--- src/rtl/booth_job_sequencer.sv ---
// Job sequencer wrapping a Booth multiplier controller: accepts operand pairs,
// runs the controller under a watchdog, and holds each product in a one-deep output slot.
module booth_job_sequencer #(
    parameter int WIDTH   = 8,
    parameter int TIMEOUT = 32
) (
    input  logic                 clk,
    input  logic                 rst,
    input  logic                 in_valid,
    output logic                 in_ready,
    input  logic [WIDTH-1:0]     in_m,
    input  logic [WIDTH-1:0]     in_q,
    output logic                 mul_start,
    output logic [WIDTH-1:0]     mul_m,
    output logic [WIDTH-1:0]     mul_q,
    input  logic                 mul_done,
    input  logic [2*WIDTH-1:0]   mul_prod,
    output logic                 out_valid,
    input  logic                 out_ready,
    output logic [2*WIDTH-1:0]   out_prod,
    output logic                 err,
    output logic                 busy
);

    // Handshakes: a transfer happens on a rising edge where valid and ready are
    // both high; valid never waits on ready, and the offered data holds until taken.

    localparam int WD_W = $clog2(TIMEOUT) + 1;
    localparam logic [WD_W-1:0] WD_LIMIT = WD_W'(TIMEOUT - 1);

    typedef enum logic [1:0] {
        IDLE  = 2'd0,
        RUN   = 2'd1,
        DRAIN = 2'd2
    } state_t;

    state_t               state_q, state_d;
    logic [WD_W-1:0]      wd_q, wd_d;
    logic [WIDTH-1:0]     mul_m_q, mul_m_d;
    logic [WIDTH-1:0]     mul_q_q, mul_q_d;
    logic                 out_valid_q, out_valid_d;
    logic [2*WIDTH-1:0]   out_prod_q, out_prod_d;

    logic accept;
    logic capture;
    logic timeout;

    always_comb begin
        in_ready = (state_q == IDLE) && !rst;
        accept   = in_valid && in_ready;
        // A finished product is only taken when the output slot can hold it.
        capture  = (state_q == RUN) && mul_done && (!out_valid_q || out_ready);
        timeout  = (state_q == RUN) && !mul_done && (wd_q == WD_LIMIT);
    end

    always_comb begin
        state_d     = state_q;
        wd_d        = wd_q;
        mul_m_d     = mul_m_q;
        mul_q_d     = mul_q_q;
        out_valid_d = out_valid_q;
        out_prod_d  = out_prod_q;

        case (state_q)
            IDLE: begin
                if (accept) begin
                    state_d = RUN;
                    wd_d    = '0;
                    mul_m_d = in_m;
                    mul_q_d = in_q;
                end
            end
            RUN: begin
                if (capture || timeout) begin
                    state_d = DRAIN;
                end else if (!mul_done) begin
                    wd_d = wd_q + WD_W'(1);
                end
            end
            DRAIN: begin
                state_d = IDLE;
            end
            default: begin
                state_d = IDLE;
            end
        endcase

        // Capture and consume on the same edge replace the slot without a bubble.
        if (capture) begin
            out_valid_d = 1'b1;
            out_prod_d  = mul_prod;
        end else if (out_valid_q && out_ready) begin
            out_valid_d = 1'b0;
        end
    end

    always_ff @(posedge clk) begin
        if (rst) begin
            state_q     <= IDLE;
            wd_q        <= '0;
            mul_m_q     <= '0;
            mul_q_q     <= '0;
            out_valid_q <= 1'b0;
            out_prod_q  <= '0;
        end else begin
            state_q     <= state_d;
            wd_q        <= wd_d;
            mul_m_q     <= mul_m_d;
            mul_q_q     <= mul_q_d;
            out_valid_q <= out_valid_d;
            out_prod_q  <= out_prod_d;
        end
    end

    always_comb begin
        mul_start = (state_q == RUN);
        busy      = (state_q != IDLE);
        mul_m     = mul_m_q;
        mul_q     = mul_q_q;
        out_valid = out_valid_q;
        out_prod  = out_prod_q;
        err       = timeout && !rst;
    end

endmodule

--- config.mk ---
export PLATFORM = sky130hd
export DESIGN_NAME = booth_job_sequencer
export DESIGN_NICKNAME = d
export VERILOG_FILES = /design/src/rtl/booth_job_sequencer.sv
export SDC_FILE = /design/constraint.sdc
export NUM_CORES = 1
export LEC_CHECK = 0
export ABC_AREA = 1
export CAP_MARGIN = 20
export CORE_UTILIZATION = 35
export DETAILED_ROUTE_END_ITERATION = 16
export GPL_TIMING_DRIVEN = 0
export PLACE_DENSITY_LB_ADDON = 0.3
export REMOVE_ABC_BUFFERS = 1
export SYNTH_ARGS = -nofsm -noshare
export SYNTH_HDL_FRONTEND = slang
export SYNTH_SLANG_ARGS = --single-unit
export TNS_END_PERCENT = 1
--- constraint.sdc ---
create_clock -name clk -period 2.35 [get_ports clk]
set_input_delay 0.3525 -clock clk [delete_from_list [all_inputs] [get_ports clk]]
set_output_delay 0.3525 -clock clk [all_outputs]
set_load 0.01 [all_outputs]
**Yosys cells after proc, flatten, opt, wreduce, memory -nomap -nowiden**

Index checks and enable logic that the tools add are counted.

- $add $sub $neg: 1
- Eq/ne operators: 6
- Multiplexer cells: 9
- Reduce and logical (&&, ||, !) cells: 20

Operators with widths:

| kind | number |
|---|---|
| 6-bit 2-to-1 mux | 3 |
| 6-bit case mux with 2 select lines | 1 |
| 1-bit logical AND | 8 |
| 6-bit by 1-bit adder with 6-bit output (second input constant) | 1 |
| 6-bit by 5-bit equality test with 1-bit output (second input constant) | 1 |
| 2-bit inequality test (second input constant) | 3 |
| 2-bit nonzero test | 3 |
| 2-bit 2-to-1 mux | 2 |
| 2-bit case mux with 2 select lines | 1 |
| 2-bit AND reduction | 2 |
| 4-bit AND reduction | 1 |
| 1-bit zero test | 3 |
| 2-bit by 1-bit equality test with 1-bit output (second input constant) | 1 |
| 2-bit zero test | 1 |
| 1-bit logical OR | 2 |
| 1-bit 2-to-1 mux | 2 |
| 2-bit by 1-bit inequality test with 1-bit output (second input constant) | 1 |

- Flip-flop bits (word level): 41
- Input port bits: 37
- Output and inout bits: 37
- Word-level logic and storage cells: 42

**Logic depth before layout (Yosys ltp)**

Gate-level depths: netlist of run 1.

- Depth in word-level cells: 6
- Mapped depth: 8
- Mapped depth without buffers: 8

**Worst setup path before layout of run 1**

No wires, ideal clock.

- Path kind: reg-to-output
- Start: register wd_q[0]
- End: output err
- Data arrival time: 1.132 ns
- Required time: 1.997 ns
- Setup slack: 0.865 ns
- Cell stages (with the launch flop): 6
- Buffers on the path: 0
- Cell sequence: dfxtp_1 ha_1 nand3_1 nor2_1 nand2_2 nor2_1

- Longest elaborated chain between the ends: 3

Ends and longest elaborated chain:

| what | line | text |
|---|---|---|
| from (decl) | 38 | `logic [WD_W-1:0] wd_q, wd_d;` |
| from (signal assigned) | 107 | `wd_q <= wd_d;` |
| 6-bit by 5-bit equality test with 1-bit output | 53 | `timeout = (state_q == RUN) && !mul_done && (wd_q == WD_LIMIT);` |
| 1-bit logical AND | 53 |  |
| 1-bit logical AND | 122 | `err = timeout && !rst;` |
| to (decl) | 21 | `output logic err,` |

No other way between the ends.

**Worst setup path after layout of run 1**

- Start: input in_valid
- End: register wd_q[5]

- Longest elaborated chain between the ends: 3

Ends and longest elaborated chain:

| what | line | text |
|---|---|---|
| from (decl) | 9 | `input logic in_valid,` |
| 1-bit logical AND | 50 | `accept = in_valid && in_ready;` |
| 2-bit inequality test (no source line) | -- |  |
| 4-bit AND reduction (no source line) | -- |  |

No other way between the ends.
A chain may end at the register's enable or synchronous reset.

==> out/results.md, run 1 <==
| Metric | This run | Unit |
|---|---|---|
| Cells after DPL | 337 | - |
| Ratio of cells with drive above 1 in the final layout | 7.38 | % |
| Chip Width | 71.4 | µm |
| Avg Inst Size Synth | 7.52 | µm² |
| Buffers on Ports | 73 | - |
| Final worst path period share | 88.6 | % |
| Clock Pin Slew Worst Setup and Hold Paths | 0.07 | ns |
| Crit path max-delay family | buffers and inverters | - |
| Flop2flop setup slack | 0.61 | ns |
| Starting utilization of the core area | 37.4 | % |
| Endpoint of the lowest-slack register-to-register path | out_prod[11]$_SDFFE_PP0P_ | - |
| Root cell of the clock tree | clkbuf_8 | - |
| Post-Syn Area | 1690 | µm² |
| RSZ-0062 raised after global routing | false | - |
| Core footprint | 4500 | µm² |
| Layout overhead on the synthesized area | 52.3 | % |
| WP data arrival | 2.26 | ns |
| Yosys top cell by area | dfxtp_1 | - |
| Flip-flop and latch count after synthesis | 41 | - |
| Antenna viol nets, final | 0 | - |
| Post-layout net count | 335 | - |
| Transition time at the pin with the least slew margin | 0.665 | ns |
| Count of antenna diodes in the layout | 0 | - |
| Levels on crit path | 6 | - |
| Number of CTS-inserted buffers | 5 | - |
| Required time at the worst-slack endpoint | 2.53 | ns |
| Vias in the first global route | 1,547 | - |
| Yosys Warn Count | 0 | - |
| Outcome | finished with violations | - |
| Worst Skew | 0.00521 | ns |
| Crit path max-delay cell type | clkdlybuf4s50_1 | - |
| Number of rows created at floorplan | 24 | - |
| Antenna violations before repair | 0 | - |
| Dpl cell area | 2410 | µm² |
| Number of max-slew violations in the final report | 0 | - |
| Die boundary height | 71.4 | µm |
| Synthesized netlist cell count | 224 | - |
| Max-cap violation count | 0 | - |
| Boundary Pins | 74 | - |
| Number of buffers and inverters on the critical path | 1 | - |
| Final WS setup | 0.269 | ns |
| CTS tree | built | - |
| Hold Violations, Final | 0 | - |
| Worst Setup End Kind | flop | - |
| Worst reg2reg path depth | 6 | - |
| RePlAce Congestion | 0.778 | - |
| Violated checks | design-rule violations | - |
| DRC violations left | 2 | - |
| Relative max-transition margin | 55.5 | % |
| Initial detailed-routing violation count | 85 | - |
| Sequential area share after synthesis | 48.7 | % |
| Vias | 1,680 | - |
| Total GRT Usage | 17.9 | % |
| Leak Pwr | 1.03 | nW |
| Worst hold path cell count | 2 | - |
| Congestion Overflow GR | 0 | - |
| Cell-by-cell listing of the critical path | clkdlybuf4s50_1 -> nand3_2 -> nand2_1 -> nand3_4 -> a21oi_1 -> nor2_1 | - |
| Area share of the leading cell type in the synthesized netlist | 48.7 | % |
| Global-route wire length before repair | 7130 | µm |
| Crit Reg-Reg Startpoint | state_q[0]$_SDFFE_PP0P_ | - |
| Filler Cell Count | 439 | - |
| Classification of the worst-slack hold path | flop to flop | - |
| Final Instance Area | 2570 | µm² |
| Finished Layout Cells | 350 | - |
| Stage delay of the slowest cell on the critical path | 0.90 | ns |
| Critical path class | primary input to flop | - |
| Startpoint class of the critical path | primary input | - |
| Total power per unit cell area | 679 | nW/µm² |
| Insertion delay of the later-clocked pin in the worst-skew pair | 0.29 | ns |
| Setup crit end | wd_q[5]$_SDFFE_PP0P_ | - |
| Minimum clock period | 2.08 | ns |
| Fmax achieved | 480 | MHz |
| CTS Hold Buffers Added | 0 | - |
| Number of vias per cell | 4.80 | - |
| Largest net degree at the start of global routing | 22 | - |
| Routed wire length per instance | 12.1 | µm |
| Number of buffers on the longest clock path | 2 | - |
| Count of clock tree sinks | 41 | - |
| Worst vdd ir | 0.374 | mV |
| Number of distinct library cells after synthesis | 22 | - |
| Leading cell types by total area after synthesis | dfxtp_1, nand3_1, nor2_1 | - |
| H-tree Lvls | 2 | - |
| Setup-failing EPs final | 0 | - |
| Critical path fanouts, max | 18 | - |
| Number of search-and-repair iterations in the first detailed-routing pass | 10 | - |
| Crit path from | in_valid | - |
| Post-placement worst setup slack | -0.928 | ns |
| DPL Wire Length | 2770 | µm |
| Die Outline Area | 5100 | µm² |
| Post-detailed-routing wire length | 4230 | µm |
[worst min-delay path by stage]
stage,from,endpoint
after global placement,mul_m[0]$_SDFFE_PP0P_,mul_m[0]$_SDFFE_PP0P_
after CTS,mul_q[6]$_SDFFE_PP0P_,mul_q[6]$_SDFFE_PP0P_
after floorplan,rst,out_valid$_SDFFE_PP0P_
after detailed placement,mul_q[6]$_SDFFE_PP0P_,mul_q[6]$_SDFFE_PP0P_
final,mul_q[6]$_SDFFE_PP0P_,mul_q[6]$_SDFFE_PP0P_
after global routing,mul_m[4]$_SDFFE_PP0P_,mul_m[4]$_SDFFE_PP0P_
[worst reg2reg max path: cells and delay by family, from the launching register on]
family / cells / cell delay (ns)
buf+inv: 2 / 0.62
flops: 1 / 0.37
simple gates: 4 / 0.69
[area by class of cell]
type	count	area, µm²	share of cell area [%]
repair buffers	77	758	29.5
multi-input cells	158	747	29.1
inverters	13	52.6	2.05
clock buffers	7	86.3	3.36
clock inverters	1	30.0	1.17
flip-flops and latches	41	822	32.0
repair inverters	1	5.00	0.195
well taps	52	65.1	2.54
[report_power, final]
part	switching (mW)	leakage [nW]	internal [mW]
Clock	0.234	0.0585	0.346
Combinational	0.180	0.638	0.199
Sequential	0.0312	0.336	0.752
[flip-flops by register name (all words and copies together) (netlist names)]
register   cells
mul_m          8
mul_q          8
out_prod      16
out_valid      1
state_q        2
wd_q           6
[through the flow]
stage | hold WS [ns] | total power [mW] | utilization (%) | TNS, ns
2_1_floorplan | 0.422 | 0.955 | - | 0
3_3_place_gp | 0.457 | 1.17 | 53.5 | -15.32
3_5_place_dp | 0.460 | 1.17 | 53.5 | -15.80
4_1_cts | 0.473 | 1.76 | 56.5 | 0
5_1_grt | 0.489 | 1.84 | 57.0 | 0
6_report | 0.470 | 1.74 | 57.0 | 0
[cells in the mapped netlist (all sizes together)]
library cell	number
xnor2	1
nor2	45
dfxtp	41
clkbuf	4
o21ai	19
buf	8
a21oi	9
inv	13
ha	1
nand2	37
nand4	2
nand3	44
[cell families (layout without fill, tap and decap cells)]
family | after synthesis | after routing | synth area share [%]
buffers and inverters | 25 | 99 | 7.13
AO/OA/AOI/OAI | 28 | 28 | 8.31
flip-flops | 41 | 41 | 48.7
XOR/XNOR | 1 | 1 | 0.520
adder cells (fa/ha/maj) | 1 | 1 | 0.742
AND/OR/NAND/NOR | 128 | 128 | 34.6
[routing by layer]
layer | vias up | part of all wire (%) | global-route usage, %
met1 | 755 | 44 | 22.0
met2 | 51 | 47 | 27.9
li1 | 872 | - | -
met5 | - | 0 | 0
met4 | 0 | 0.40 | 5.33
met3 | 2 | 8.5 | 8.16
[placed cells by master (no fill, tap or decap), types with 2 or more instances in the layout]
cell type	n
nor2_1	42
clkbuf_8	6
nand3_2	2
buf_4	4
dlygate4sd2_1	2
a21oi_1	9
nand2_1	36
o21ai_0	18
dfxtp_1	40
nor2_4	2
nand3_1	41
nand4_1	2
inv_1	12
clkdlybuf4s50_1	71
[what timing repair did]
item	4_1_cts	5_1_grt
endpoints found under the setup margin	25	6
pin swaps	1	0
cloned	1	0
gates resized for setup	5	0
buffers inserted	1	3
(Power assumes the default switching activity.)
==> run 2: changes to the inputs <==
--- a/config.mk
+++ b/config.mk
@@ -9,10 +9,12 @@
 export CAP_MARGIN = 20
 export CORE_UTILIZATION = 35
 export DETAILED_ROUTE_END_ITERATION = 16
+export DONT_BUFFER_PORTS = 1
 export GPL_TIMING_DRIVEN = 0
 export PLACE_DENSITY_LB_ADDON = 0.3
 export REMOVE_ABC_BUFFERS = 1
+export SLEW_MARGIN = 20
 export SYNTH_ARGS = -nofsm -noshare
 export SYNTH_HDL_FRONTEND = slang
 export SYNTH_SLANG_ARGS = --single-unit
-export TNS_END_PERCENT = 1
+export TNS_END_PERCENT = 5
==> run 2 against run 1 <==
The run still ends with design-rule violations left. Register-to-register slack worse by 0.05 ns. Die area did not move. Combinational power shrank 57%. Critical path type is now flop to output pin. Largest cell class unchanged. Largest power group unchanged.
==> out/results.md, run 2 (same netlist as run 1, synthesis figures left out) <==
| Metric | This run | Unit |
|---|---|---|
| Post-detailed-routing wire length | 3760 | µm |
| Number of buffers inserted by post-CTS setup repair | 0 | - |
| Endpoint of the lowest-slack register-to-register path | out_prod[1]$_SDFFE_PP0P_ | - |
| Number of gates resized after cts | 0 | - |
| Insertion delay of the later-clocked pin in the worst-skew pair | 0.29 | ns |
| Start point of the worst min-delay path | rst | - |
| Leak Pwr | 0.744 | nW |
| Count of antenna diodes in the layout | 0 | - |
| Core footprint | 4500 | µm² |
| Vias | 1,407 | - |
| Most frequent cells in the layout | nor2_1, nand3_1, dfxtp_1 | - |
| Number of CTS-inserted buffers | 5 | - |
| Post-layout net count | 257 | - |
| Layout overhead on the synthesized area | 6.53 | % |
| Worst reg2reg path depth | 6 | - |
| Hold Violations, Final | 0 | - |
| WP data arrival | 1.65 | ns |
| Initial detailed-routing violation count | 80 | - |
| Die boundary height | 71.4 | µm |
| CTS Hold Buffers Added | 0 | - |
| Final worst path period share | 85.3 | % |
| H-tree Lvls | 2 | - |
| Clock Pin Slew Worst Setup and Hold Paths | 0.08 | ns |
| Total power per unit cell area | 871 | nW/µm² |
| Relative max-transition margin | 36.6 | % |
| Congestion Overflow GR | 0 | - |
| Number of buffers on the longest clock path | 2 | - |
| Boundary Pins | 74 | - |
| Chip Width | 71.4 | µm |
| Global-route wire length before repair | 6240 | µm |
| Fmax achieved | 499 | MHz |
| Classification of the worst-slack hold path | primary input to flop | - |
| Number of search-and-repair iterations in the first detailed-routing pass | 10 | - |
| Outcome | finished with violations | - |
| Routed wire length per instance | 13.8 | µm |
| Critical path fanouts, max | 7 | - |
| RSZ-0062 raised after global routing | false | - |
| Startpoint class of the critical path | flop | - |
| Buffers on Ports | 0 | - |
| Number of vias per cell | 5.17 | - |
| Leading cell type in the layout, fill and taps excluded | nor2_1 | - |
| Max FFs per register | 16 | - |
| Root cell of the clock tree | clkbuf_8 | - |
| Transition time at the pin with the least slew margin | 0.950 | ns |
| Worst hold path cell count | 1 | - |
| Largest net degree at the start of global routing | 35 | - |
| Crit Reg-Reg Startpoint | state_q[0]$_SDFFE_PP0P_ | - |
| RePlAce Congestion | 0.781 | - |
| Setup TNS | 0 | ns |
| Number of rows created at floorplan | 24 | - |
| Total GRT Usage | 15.8 | % |
| Starting utilization of the core area | 37.4 | % |
| Count of clock tree sinks | 41 | - |
| Max-cap violation count | 0 | - |
| Ratio of cells with drive above 1 in the final layout | 6.36 | % |
| Dpl cell area | 1680 | µm² |
| Antenna viol nets, final | 0 | - |
| Critical path class | flop to output pin | - |
| CTS tree | built | - |
| Minimum clock period | 2.01 | ns |
| Worst Skew | 0.00305 | ns |
| Vias in the first global route | 1,377 | - |
| Antenna violations before repair | 0 | - |
| End point of the most critical hold path | wd_q[1]$_SDFFE_PP0P_ | - |
| Required time at the worst-slack endpoint | 2.00 | ns |
| Number of max-slew violations in the final report | 0 | - |
| Setup-failing EPs final | 0 | - |
| Flop2flop setup slack | 0.56 | ns |
| Die Outline Area | 5100 | µm² |
| Final Instance Area | 1800 | µm² |
| Violated checks | design-rule violations | - |
| Worst Setup End Kind | output pin | - |
| Worst vdd ir | 0.323 | mV |
| DPL Wire Length | 2440 | µm |
| DRC violations left | 2 | - |
-- run 2: report_power, final --
group          switching, mW  total [mW]  internal [mW]
clock network          0.238       0.584          0.346
registers             0.0639       0.816          0.752
logic                  0.112       0.163         0.0516
total                  0.413        1.56           1.15
-- run 2: worst max-delay path by stage --
stage          slack (ns)                    to                 start
3_3_place_gp        -0.04  wd_q[5]$_SDFFE_PP0P_                   rst
2_1_floorplan        0.63  wd_q[5]$_SDFFE_PP0P_                   rst
6_report             0.34                   err  wd_q[0]$_SDFFE_PP0P_
3_5_place_dp        -0.05  wd_q[5]$_SDFFE_PP0P_                   rst
5_1_grt              0.04  wd_q[5]$_SDFFE_PP0P_                   rst
4_1_cts              0.25  wd_q[5]$_SDFFE_PP0P_                   rst
-- run 2: stage by stage --
stage | total power [mW] | setup WS (ns) | hold WS [ns] | util [%] | cells
global placement | 0.996 | -0.0360 | 0.424 | 37.3 | 264
global route | 1.65 | 0.0427 | 0.110 | 39.9 | 272
detailed placement | 1.00 | -0.0525 | 0.426 | 37.3 | 264
floorplan | 0.955 | 0.627 | 0.422 | - | 212
finish | 1.56 | 0.345 | 0.124 | 39.9 | 272
CTS | 1.58 | 0.249 | 0.114 | 39.9 | 272
-- run 2: critical path, cell delays in order, from the launching register on --
cell and delay, ns:
dfxtp_1 0.47, ha_1 0.25, nand3_1 0.11, nor2_1 0.18
nand2_2 0.12, nor2_1 0.23
-- run 2: routing by layer --
metal  part of all wire, %  track usage (%)
met1                    42             17.9
met2                    48             26.8
met3                   8.2             6.33
met4                   1.2             5.56
met5                     0                0
-- run 2: area by class of cell --
class | instances | area [µm²]
clock buffers | 7 | 86.3
clock inverters | 1 | 30.0
multi-input cells | 158 | 744
flip-flops and latches | 41 | 821
fillers | 487 | 2710
inverters | 13 | 48.8
well taps | 52 | 65.1
==> edit 1: new RTL, config.mk and constraints of run 1 <==
Encoding of `state_t`: now one-hot (3 bits for 3 states).
--- a/src/rtl/booth_job_sequencer.sv
+++ b/src/rtl/booth_job_sequencer.sv
@@ -29,8 +29,8 @@
     localparam logic [WD_W-1:0] WD_LIMIT = WD_W'(TIMEOUT - 1);
 
-    typedef enum logic [1:0] {
-        IDLE  = 2'd0,
-        RUN   = 2'd1,
-        DRAIN = 2'd2
+    typedef enum logic [2:0] {
+        IDLE  = 3'b001,
+        RUN   = 3'b010,
+        DRAIN = 3'b100
     } state_t;
 
Behaviour: same outputs for any inputs over 10 cycles, from zero or initial values and one cycle with rst high; not proved beyond that.
==> edit 1 against run 1 <==
- design area up 1.7%
- synthesized area up 4.1%
- final cell count up 4.0%
- die area up 4.0%
- power down 14%
- clock skew about the same
- worst setup slack worse by 110 ps
- sequential cell count up 1
- sequential power down 2%
- routed wire length down 0.33%
- critical endpoint is now in_ready
- largest cell class unchanged
- highest routed layer unchanged
==> edit 1: results (changes against run 1) <==
hold_path:
  whs_endpoint: "mul_m[6]$_SDFFE_PP0P_"
  worstHoldStart: "mul_m[6]$_SDFFE_PP0P_"
  hold_depth: 2  # unchanged
  hold_path.class: "reg -> reg"
setup_path:
  worst_path_max_delay_cell: "clkdlybuf4s50_1"
  rrSetupSlack_ps: 680  # +70 ps
  worstPathMaxFanout: 10  # -8
  reg2reg_depth: 6  # unchanged
  rr_startpoint: "state_q[0]$_SDFFE_PP1P_"
  arrival_ps: 1840  # -420 ps
  r2r-end: "out_prod[7]$_SDFFE_PP0P_"
  cpPeakStageDelay_ps: 690  # -210 ps
synth:
  synth_ff_type: "dfxtp_1"
  synth_area_leaders: "dfxtp_1 48%, nand2_1 11%, nor2_1 7.7%, nand3_1 7.4%, nor2_2 2.9%"
  ys_async_sr_fraction_pct: 0  # unchanged
  synth.distinct_cells: 27  # +23%
  ys_top_cells_by_count: "50 x nand2_1, 42 x dfxtp_1, 36 x nor2_1"
  ys_seq_area_share_pct: 47.9  # -0.77 points
  yosysWarnings: 0  # unchanged
power_and_ir_drop:
  p_leak_uw: 0.00114  # +10%
  ir_worst_vdd_mv: 0.341  # -9.0%
  switchingPower_uw: 381  # -14%
grt:
  grt_pass1_vias: 1440  # -6.9%
  antenna_found_initial: 0  # unchanged
  grt_use_total_pct: 17.1  # -0.78 points
  grt_pass1_wl_microns: 6780  # -4.9%
  grt_max_degree: 37  # +68%
timing:
  clock_skew_ps: 5.00  # -0.211 ps
  slew_headroom_pct: 54.4  # -1.1 points
  setup_viol_count_final: 0  # unchanged
cts:
  cts-root-buf: "clkbuf_8"
  h-tree-depth: 2  # unchanged
  clock_latency_ps: 300
  cts_made_buffers: 5  # unchanged
  clock_path_buffers: 2  # unchanged
  clk_pin_slew_ps: 70  # about the same
finish:
  fillers: 477  # +8.7%
  largest_reg_flops: 16  # unchanged
  drive_gt1_share_pct: 13.5  # +6.1 points
  final_cell_area_sq_mm: 0.00261  # +1.7%
  antenna_cells: 0  # unchanged
  final_nets: 334  # -0.30%
placement:
  dpl-instance-area_sq_mm: 0.00250  # +3.6%
  gp_congestion: 0.790  # +1.5%
  dp_slack_ps: -179  # +749 ps
  port_buffers: 73  # unchanged
  place_hpwl_microns: 2800  # +1.2%
detailed_routing:
  first_pass_iters: 4  # -6
  vias: 1621  # -3.5%
  drt_wl_total_microns: 4220  # -0.33%
  drt_iter0_drc: 69  # -19%
run_status:
  status: "completed"
-- edit 1: cell families after synthesis --
| group | Yosys count | synth area share (%) |
|---|---|---|
| AO/OA/AOI/OAI | 26 | 8.63 |
| adder cells (fa/ha/maj) | 1 | 0.713 |
| buffers and inverters | 23 | 7.28 |
| flip-flops | 42 | 47.9 |
| AND/OR/NAND/NOR | 132 | 35.4 |
-- edit 1: timing repair --
| item | 4_1_cts | 5_1_grt |
|---|---|---|
| hold buffers | 0 | 0 |
| endpoints found under the hold margin | 0 | 0 |
| pin swaps | 0 | 1 |
| gates resized for setup | 5 | 1 |
| setup buffers | 0 | 1 |
| setup endpoints to repair | 1 | 3 |
-- edit 1: how the worst max path moves through the flow --
| stage | from | endpoint | slack (ps) | cells past startpoint |
|---|---|---|---|---|
| floorplan | wd_q[0]$_SDFFE_PP0P_ | err | 790 | 5 |
| global placement | rst | wd_q[5]$_SDFFE_PP0P_ | -170 | 7 |
| detailed placement | rst | wd_q[5]$_SDFFE_PP0P_ | -180 | 7 |
| CTS | wd_q[0]$_SDFFE_PP0P_ | err | 20 | 6 |
| global route | rst | wd_q[5]$_SDFFE_PP0P_ | -20 | 8 |
| finish | rst | in_ready | 150 | 3 |
-- edit 1: through the flow --
step	instances	power, uW	hold WS, ps
after floorplan	215	886	413
after global placement	355	1030	452
after detailed placement	355	1040	456
after CTS	363	1520	467
after global routing	364	1570	485
final	364	1500	464
-- edit 1: routing by layer --
layer,global-route usage [%],routed length (microns)
met1,21.3,1950
met3,5.25,255
met4,9.80,104
met2,26.2,1910
met5,0,0
-- edit 1: critical path: cells and delay by family --
family / cells / cell delay, ps
and+or+nand+nor: 1 / 250
buffers and inverters: 2 / 1240
-- edit 1: power groups by stage --
stage / sequential [uW] / clock, uW / combinational [uW]
2_1_floorplan: 795 / 0 / 90.2
3_3_place_gp: 783 / 0 / 252
3_5_place_dp: 784 / 0 / 252
4_1_cts: 767 / 497 / 254
5_1_grt: 771 / 528 / 274
6_report: 767 / 483 / 251
-- edit 1: final cells by class --
type                       instances  area share (%)
clock buffer                       7            3.31
inverter                          14            2.11
sequential                        42            32.3
clock inverter                     1           0.192
multi-input combinational        159            30.5
tap                               67            3.21
timing repair buffer              74            28.4
==> edit 2: new RTL, settings of run 1 <==
Without the edit above. Set the parameter `TIMEOUT` to 16 (it was 32).
--- a/src/rtl/booth_job_sequencer.sv
+++ b/src/rtl/booth_job_sequencer.sv
@@ -3,5 +3,5 @@
 module booth_job_sequencer #(
     parameter int WIDTH   = 8,
-    parameter int TIMEOUT = 32
+    parameter int TIMEOUT = 16
 ) (
     input  logic                 clk,
Formal check against the unedited RTL: same outputs for any inputs over 10 cycles, from zero or initial values and one cycle with rst high; that may be too few to reach the edited logic, so the function may still have changed.
==> edit 2 against run 1 <==
- power shrank 7.3%
- critical path depth shrank 3
- synthesized area shrank 4.2%
- routed wire length shrank 6.1%
- first-iteration DRC count shrank 48%
- via count shrank 8.2%
- sequential cell count shrank 1
- design area shrank 4.5%
- highest routed layer unchanged
- worst setup slack gained 35 ps
==> edit 2: results (changes against run 1) <==
setup_path:
  crit_start: "rst"
  r2r-end: "wd_q[2]$_SDFFE_PP0P_"
  cpPeakStageDelay_ps: 590  # -310 ps
  rr_startpoint: "wd_q[0]$_SDFFE_PP0P_"
  rrSetupSlack_ps: 690  # +80 ps
  reg2reg_depth: 10  # +4
  crit_end: "in_ready"
  arrival_ps: 1690  # -570 ps
  worstPathMaxFanout: 8  # -10
timing:
  period_needed_ps: 2050  # -35.1 ps
  whs_ps: 465  # -4.58 ps
  slew_headroom_pct: 30.3  # -25 points
  clock_skew_ps: 2.79  # -2.43 ps
detailed_routing:
  drc_errors: 0  # -2
  vias: 1543  # -8.2%
  drt_iter0_drc: 44  # -48%
  first_pass_iters: 4  # -6
  wl_per_cell_microns: 12.0  # -1.1%
  via_per_inst: 4.65  # -3.2%
finish:
  drive_gt1_share_pct: 9.64  # +2.3 points
  final_cell_area_sq_mm: 0.00245  # -4.5%
  antenna_cells: 0  # unchanged
  fillers: 439  # unchanged
  largest_reg_flops: 16  # unchanged
synth:
  synth_area_leaders: "dfxtp_1 50%, nand3_1 11%, nor2_1 7.9%, nand2_1 7.2%, o21ai_1 3.4%"
  yosysWarnings: 0  # unchanged
  ys_top_cells_by_count: "40 x dfxtp_1, 36 x nand3_1, 34 x nor2_1"
  syn_area_sq_mm: 0.00162  # -4.2%
  synth-compound-area-share_pct: 7.67  # -0.65 points
  synth_area_per_cell_sq_um: 7.77  # +3.2%
  ys_seq_area_share_pct: 49.6  # +0.87 points
  ys_async_sr_fraction_pct: 0  # unchanged
  synth_fa_ha_area_share_pct: 1.55  # +0.81 points
  synthXorXnorAreaFrac_pct: 0.542  # +0.023 points
  synth.distinct_cells: 23  # +4.5%
grt:
  grt_use_total_pct: 17.8  # -0.078 points
  grt_pass1_vias: 1559  # +0.78%
  grt_pass1_wl_microns: 6940  # -2.6%
  grt_max_degree: 36  # +64%
  antenna_found_initial: 0  # unchanged
placement:
  gp_congestion: 0.750  # -3.6%
  place_hpwl_microns: 2690  # -3.0%
  dpl-instance-area_sq_mm: 0.00234  # -2.7%
  dp_cells: 323  # -4.2%
  port_buffers: 73  # unchanged
  dp_slack_ps: -29.6  # +898 ps
run_status:
  status: "completed"
power_and_ir_drop:
  ir_worst_vdd_mv: 0.405  # +8.2%
  p_leak_uw: 0.00105  # +2.1%
  power_frac_seq_pct: 47.8  # +2.8 points
  p_int_uw: 1180  # -9.1%
  p_comb_uw: 381
  power_uw: 1620  # -7.3%
cts:
  clk_pin_slew_ps: 70  # about the same
  clock_latency_ps: 280
  cts-root-buf: "clkbuf_8"
  h-tree-depth: 2  # unchanged
hold_path:
  worstHoldStart: "mul_m[5]$_SDFFE_PP0P_"
  whs_endpoint: "mul_m[5]$_SDFFE_PP0P_"
-- edit 2: cell types whose count changed in the layout (fill, tap and decap cells not counted), sizes merged, moves of 2 or more --
cell	delta
nand3	-8
a21oi	-4
nand2	-4
buf	-3
clkinvlp	-2
dlygate4sd2	-2
inv	+2
-- edit 2: timing repair --
action,in CTS,in global routing
setup buffers,1,0
cloned,0,0
pin swaps,1,0
gates resized for setup,1,2
endpoints found under the setup margin,2,1
-- edit 2: layout make-up --
class / count / area share [%]
Sequential cell: 40 / 32.7
Multi-Input combinational cell: 144 / 28.6
Inverter: 14 / 2.14
Tap cell: 52 / 2.65
Clock buffer: 8 / 3.68
Timing Repair Buffer: 74 / 30.2
-- edit 2: worst max-delay path, delay by kind of cell --
kind | cells | cell delay (ps)
buffers and inverters | 2 | 1140
and+or+nand+nor | 1 | 200
-- edit 2: layer usage --
metal	global-route usage (%)	vias up	routed length, microns
met2	30.3	37	1930
met3	3.90	8	171
met5	0	-	0
li1	-	811	-
met4	9.33	0	118
met1	20.8	687	1750
